$ cat src/rtl/btn_sw_input.sv
// btn_sw_input: debounced board switches and buttons behind a small register bus.
//   clk, rst_n      - clock and asynchronous active-low reset
//   switches[23:0]  - raw switches (asynchronous to clk)
//   button[4:0]     - raw buttons (asynchronous to clk), 1 = pressed
//   addr[11:0]      - bus word offset; addr[11:2] decoded, addr[1:0] ignored
//   wen, wdata      - bus write strobe and data
//   rdata[31:0]     - combinational read data for addr
//   irq             - registered level interrupt, any enabled press event pending
// Map: 0x000 SW (RO), 0x004 BTN (RO), 0x008 EDGE (W1C), 0x00C IRQ_EN (RW).
module btn_sw_input #(
    parameter int unsigned DEBOUNCE_CYCLES = 20000
) (
    input  logic        clk,
    input  logic        rst_n,
    input  logic [23:0] switches,
    input  logic [4:0]  button,
    input  logic [11:0] addr,
    input  logic        wen,
    input  logic [31:0] wdata,
    output logic [31:0] rdata,
    output logic        irq
);

    localparam int unsigned CW = $clog2(DEBOUNCE_CYCLES + 1);
    localparam int unsigned NB = 5;
    localparam int unsigned NS = 24;
    localparam logic [CW-1:0] LAST = CW'(DEBOUNCE_CYCLES - 1);

    localparam logic [9:0] A_SW     = 10'd0;
    localparam logic [9:0] A_BTN    = 10'd1;
    localparam logic [9:0] A_EDGE   = 10'd2;
    localparam logic [9:0] A_IRQ_EN = 10'd3;

    logic [NS-1:0] sw_meta, sw_sync, sw_prev, sw_stable, sw_stable_next;
    logic [CW-1:0] sw_cnt, sw_cnt_next, sw_base;

    logic [NB-1:0] btn_meta, btn_sync, btn_stable, btn_stable_next, btn_stable_d;
    logic [NB-1:0][CW-1:0] btn_cnt, btn_cnt_next;

    logic [NB-1:0] edge_flags, edge_next, edge_set, edge_clr;
    logic [NB-1:0] irq_en, irq_en_next;
    logic          wr_edge, wr_irq_en;

    // Ignored address/data bits are collected here so they are visibly unused.
    logic unused_bits;
    assign unused_bits = ^{addr[1:0], wdata[31:NB]};

    // Switch group debounce: a change in the synced vector restarts the count,
    // counting that change cycle as the first stable cycle.
    always_comb begin
        sw_stable_next = sw_stable;
        sw_cnt_next    = '0;
        sw_base        = '0;
        if (sw_sync != sw_stable) begin
            sw_base = (sw_sync != sw_prev) ? '0 : sw_cnt;
            if (sw_base == LAST) begin
                sw_stable_next = sw_sync;
            end else begin
                sw_cnt_next = sw_base + CW'(1);
            end
        end
    end

    // Per-bit button debounce.
    always_comb begin
        btn_stable_next = btn_stable;
        btn_cnt_next    = '0;
        for (int i = 0; i < int'(NB); i++) begin
            if (btn_sync[i] != btn_stable[i]) begin
                if (btn_cnt[i] == LAST) begin
                    btn_stable_next[i] = btn_sync[i];
                end else begin
                    btn_cnt_next[i] = btn_cnt[i] + CW'(1);
                end
            end
        end
    end

    // Press events and interrupt enable; a new press beats a same-cycle clear.
    always_comb begin
        wr_edge     = wen && (addr[11:2] == A_EDGE);
        wr_irq_en   = wen && (addr[11:2] == A_IRQ_EN);
        edge_set    = btn_stable & ~btn_stable_d;
        edge_clr    = wr_edge ? wdata[NB-1:0] : '0;
        edge_next   = (edge_flags & ~edge_clr) | edge_set;
        irq_en_next = wr_irq_en ? wdata[NB-1:0] : irq_en;
    end

    // Read mux over current register state.
    always_comb begin
        rdata = '0;
        case (addr[11:2])
            A_SW:     rdata = {8'b0, sw_stable};
            A_BTN:    rdata = {27'b0, btn_stable};
            A_EDGE:   rdata = {27'b0, edge_flags};
            A_IRQ_EN: rdata = {27'b0, irq_en};
            default:  rdata = '0;
        endcase
    end

    // State registers.
    always_ff @(posedge clk or negedge rst_n) begin
        if (!rst_n) begin
            sw_meta      <= '0;
            sw_sync      <= '0;
            sw_prev      <= '0;
            sw_stable    <= '0;
            sw_cnt       <= '0;
            btn_meta     <= '0;
            btn_sync     <= '0;
            btn_stable   <= '0;
            btn_stable_d <= '0;
            btn_cnt      <= '0;
            edge_flags   <= '0;
            irq_en       <= '0;
            irq          <= 1'b0;
        end else begin
            sw_meta      <= switches;
            sw_sync      <= sw_meta;
            sw_prev      <= sw_sync;
            sw_stable    <= sw_stable_next;
            sw_cnt       <= sw_cnt_next;
            btn_meta     <= button;
            btn_sync     <= btn_meta;
            btn_stable   <= btn_stable_next;
            btn_stable_d <= btn_stable;
            btn_cnt      <= btn_cnt_next;
            edge_flags   <= edge_next;
            irq_en       <= irq_en_next;
            irq          <= |(edge_next & irq_en_next);
        end
    end

endmodule

$ cat config.mk
export PLATFORM = sky130hd
export DESIGN_NAME = btn_sw_input
export DESIGN_NICKNAME = d
export VERILOG_FILES = /design/src/rtl/btn_sw_input.sv
export SDC_FILE = /design/constraint.sdc
export NUM_CORES = 1
export LEC_CHECK = 0
export ABC_AREA = 1
export BUFFER_PORTS_ARGS = -buffer_cell sky130_fd_sc_hd__buf_2
export CORE_UTILIZATION = 58
export CTS_CLUSTER_DIAMETER = 80
export DETAILED_ROUTE_END_ITERATION = 8
export GPL_ROUTABILITY_DRIVEN = 0
export HOLD_SLACK_MARGIN = 0.12
export PLACE_DENSITY_LB_ADDON = 0.2
export SYNTH_ARGS = -nofsm -noshare
export SYNTH_HDL_FRONTEND = slang
export SYNTH_SLANG_ARGS = --single-unit
$ cat constraint.sdc
create_clock -name clk -period 2.77 [get_ports clk]
set_input_delay 0.554 -clock clk [delete_from_list [all_inputs] [get_ports clk]]
set_output_delay 0.554 -clock clk [all_outputs]
set_load 0.02 [all_outputs]
Word-level counts from Yosys, hierarchy flattened
Cells that the tools add are included.
{"block": "totals", "inputBits": 76, "out_inout_bits": 33, "ff_bits": 217, "elab_cells": 75}
{"block": "op_classes", "bitwise": 6, "n_reduce_logical": 10, "mux": 16, "n_addsub": 6, "n_eq_ne": 16}
{"operator": "$mux W15", "count": 13}
{"operator": "$pmux W24 S4", "count": 1}
{"operator": "$add A15 B1 Y15 const B", "count": 6}
{"operator": "$eq A15 B15 Y1 const B", "count": 6}
{"operator": "$ne A24 B24 Y1", "count": 2}
{"operator": "$eq A10 B2 Y1 const B", "count": 2}
{"operator": "$and A5 B5 Y5", "count": 3}
{"operator": "$reduce_and A2 Y1", "count": 6}
{"operator": "$eq A10 B1 Y1 const B", "count": 1}
{"operator": "$logic_not A10 Y1", "count": 1}
{"operator": "$mux W5", "count": 2}
{"operator": "$not A5 Y5", "count": 2}
{"operator": "$ne A1 B1 Y1", "count": 5}
{"operator": "$or A5 B5 Y5", "count": 1}
{"operator": "$reduce_or A5 Y1", "count": 1}
{"operator": "$logic_and A1 B1 Y1", "count": 2}

Logic depth before layout (Yosys ltp)
{"block": "depth", "ltp_word": 8, "ltp_mapped": 18, "ltp_nobuf": 16}

Worst setup path after synthesis
Ideal clock, no wire load.
{"block": "synth_path", "path_type": "input-to-output", "from": "input addr[11]", "to": "output rdata[11]", "path_slack_ns": -0.090, "cell_stages": 6, "n_path_buf": 2, "arrival_ns": 2.306, "required_ns": 2.216, "cell_sequence": "or2_2 -> nor3_1 -> nand2_1 -> clkbuf_1 -> clkbuf_1 -> nor3b_1"}
{"block": "synth_between", "elab_chain_len": 2, "elab_cells_between_ends": 5, "classes_between": "3 x eq/ne; 1 x mux; 1 x reduce/logical"}
{"item": "start, declared", "line_no": "17", "rtl": "input logic [11:0] addr,"}
{"item": "$eq A10 B2 Y1, or another cell as far along", "line_no": "92", "rtl": "case (addr[11:2])"}
{"item": "$pmux W24 S4 (*)", "line_no": "92"}
{"item": "end, declared", "line_no": "20", "rtl": "output logic [31:0] rdata,"}
Mark *: on every way between the ends. The rest lies on a longest branch, timed or not.

Worst setup path in the final report
{"block": "layout_path", "from": "input addr[11]", "to": "output rdata[16]"}
Same word-level chain as after synthesis.

==> impl_metrics.json <==
{
  "grt_first_pass_wirelength_mm": 31.2,
  "ys_seq_area_share_pct": 56.7,
  "clk_pin_slew_ns": 0.06,
  "die_x_um": 130,
  "cp_max_fo": 21,
  "clock_latency_ns": 0.52,
  "root_buffer": "clkbuf_16",
  "diodes": 0,
  "post-place-ws_ns": 0.129,
  "nets": 1252,
  "antenna_found_initial": 0,
  "regArea_sq_um": 5430,
  "place_inst": 1360,
  "clockBufferDepth": 3,
  "via_per_inst": 5.05,
  "period_share_pct": 95.7,
  "synth_cell_types": 40,
  "num_io_pins": 109,
  "wl_per_cell_um": 13.2,
  "tightest_slew_ns": 0.649,
  "num-fill-cells": 1261,
  "rsz0062_at_grt": "no",
  "grt_max_degree": 87,
  "whs_ns": 0.140,
  "syn_avg_cell_area_sq_um": 8.97,
  "grt-ovfl-total": 0,
  "min_period_ns": 2.65,
  "post_route_cells_drive_above_1_share_pct": 13.0,
  "syn-instance-count": 1067,
  "vias": 7086,
  "arrival_ns": 2.10,
  "die_y_um": 130,
  "clkSinkCount": 217,
  "relSlewSlack_pct": 56.3,
  "drtAntennaViolNets": 0,
  "drtIter0Drc": 439,
  "clock_skew_ns": 0.0223,
  "drv_slew": 0,
  "crit_path_cell_trace": "buf_2 -> or2_2 -> nor3_1 -> buf_4 -> nand2_1 -> buf_4 -> nor3b_1 -> buf_2",
  "crit_path_start_kind": "input port",
  "hpwlAfterDp_mm": 12.8,
  "end_kind": "output pin",
  "io_buffers": 71,
  "placement_rows": 46,
  "cts_buffers": 23,
  "ir_drop_mv": 0.642,
  "critical_path_class": "input port to output pin",
  "status": "complete, no violations",
  "p_leak_nw": 5.34,
  "slowest_stage": "or2_2",
  "final_cell_mix": "nand2_1, dfrtp_1, inv_1",
  "multi_input_comb_area_sq_um": 3440,
  "cp.required_ns": 2.22,
  "syn_to_final_growth_pct": 15.8,
  "drc": 0,
  "post-route-util_pct": 69.3,
  "maxCapViolCount": 0,
  "finalSetupViolCount": 0,
  "first_pass_iters": 5,
  "synth-seq-cells": 217,
  "tritoncts": "done",
  "grt_pass1_vias": 6753,
  "fin_cells": 1403,
  "yosys_warnings": 0,
  "hold_class": "input port to flip-flop",
  "setup_slack_ns": 0.118,
  "report.final.hold_viol_count": 0,
  "htreeDepth": 1,
  "synth_area_sq_um": 9570,
  "start_util_pct": 59.8,
  "cts_setup_buffers": 0,
  "max_stage_delay_ns": 0.31,
  "p_per_area_nw_per_um2": 614,
  "timing.fmax_ghz": 0.377,
  "core_area_sq_um": 16000,
  "design.die.area_sq_um": 17000,
  "drt_wl_total_mm": 18.5,
  "track_usage_pct": 22.9
}
[kinds of logic after synthesis]
logic type	count (synthesis)	share of synthesized area (%)
AND/OR/NAND/NOR	484	22.4
flip-flops	217	56.7
buffers and inverters	182	7.70
AO/OA/AOI/OAI	119	6.94
XOR/XNOR	53	4.85
adder cells (fa/ha/maj)	6	0.784
multiplexers	5	0.588
other	1	0.0392
[sequential cells by signal, indices dropped and copies added, names as in the netlist, 15 cells and up]
register and cells:
sw_meta 24, sw_sync 24, sw_prev 24, sw_stable 24, btn_cnt 75, sw_cnt 15
[per-layer routing]
layer | global-route usage (%) | part of all wire, % | vias up
met2 | 37.2 | 46 | 143
li1 | - | - | 3606
met5 | 0 | 0 | -
met3 | 3.46 | 4.1 | 37
met1 | 32.1 | 47 | 3300
met4 | 6.49 | 2.4 | 0
[repair_timing]
action,4_1_cts,5_1_grt
resized for setup,0,4
hold buffers,1,0
endpoints found under the hold margin,80,0
setup endpoints to repair,0,30
[power breakdown]
group | leakage [nW] | switching, mW | total (mW) | internal [mW]
combinational | 2.16 | 0.190 | 0.294 | 0.105
clock | 0.390 | 1.25 | 3.20 | 1.95
sequential | 2.78 | 0.0592 | 3.31 | 3.25
[worst paths after layout]
path | start | to | slack (ns) | cells past startpoint
worst min register to register | sw_meta[21]$_DFF_PN0_ | sw_sync[21]$_DFF_PN0_ | 0.35 | 0
max in group asynchronous | rst_n | sw_sync[7]$_DFF_PN0_ | 1.46 | 3
worst max-delay path | addr[11] | rdata[16] | 0.12 | 8
worst min-delay path | switches[0] | sw_meta[0]$_DFF_PN0_ | 0.14 | 1
min in group asynchronous | rst_n | sw_prev[12]$_DFF_PN0_ | 0.62 | 2
worst max register to register | sw_sync[4]$_DFF_PN0_ | sw_stable[17]$_DFFE_PN0P_ | 0.28 | 15
[layout make-up]
class | instances | area share (%)
clock buffers | 31 | 5.91
clock inverters | 11 | 1.32
inverters | 165 | 5.61
multi-input cells | 675 | 31.0
flip-flops and latches | 217 | 49.0
well taps | 216 | 2.44
repair buffers | 88 | 4.70
[worst max-delay path: cells and delay by family]
kind,cells,cell delay (ns)
and+or+nand+nor,4,0.84
buffers and inverters,4,0.69
[Yosys cell counts]
cell type | number | area (sq um)
a221oi_1 | 1 | 8.76
o2111ai_1 | 3 | 26.3
nor2_1 | 118 | 443
xor2_1 | 27 | 236
nor4_1 | 12 | 75.1
nand4_4 | 1 | 21.3
o211a_1 | 1 | 10.0
nand3_1 | 51 | 255
o21ai_0 | 38 | 190
or2_2 | 2 | 12.5
conb_1 | 1 | 3.75
nor2_4 | 1 | 11.3
nand3b_1 | 1 | 7.51
buf_4 | 8 | 60.1
buf_2 | 1 | 5.00
nand4_1 | 17 | 106
nor3b_1 | 22 | 165
a211oi_1 | 1 | 7.51
xnor2_1 | 26 | 228
o21ba_2 | 1 | 10.0
nor2_2 | 3 | 18.8
clkbuf_1 | 5 | 18.8
a31oi_1 | 3 | 18.8
a311o_1 | 2 | 20.0
and3_1 | 5 | 31.3
o21ai_1 | 20 | 100
ha_1 | 6 | 75.1
buf_6 | 3 | 33.8
dfrtp_1 | 217 | 5430
inv_2 | 6 | 22.5
nor3_1 | 33 | 165
o21bai_1 | 2 | 15.0
o22ai_1 | 2 | 12.5
nand2_1 | 216 | 811
a21oi_1 | 39 | 195
nand3_2 | 2 | 20.0
mux2_2 | 5 | 56.3
inv_1 | 159 | 597
o21a_1 | 2 | 15.0
o21ai_2 | 4 | 35.0
[through the flow]
stage	cell area, sq um	TNS (ns)	power, mW
6_report	11100	0	6.81
5_1_grt	11100	0	7.03
4_1_cts	11100	0	6.87
3_5_place_dp	10300	0	3.66
3_3_place_gp	10300	0	3.65
2_1_floorplan	9600	-0.620	3.51
Power figures use the tool's default switching activity.
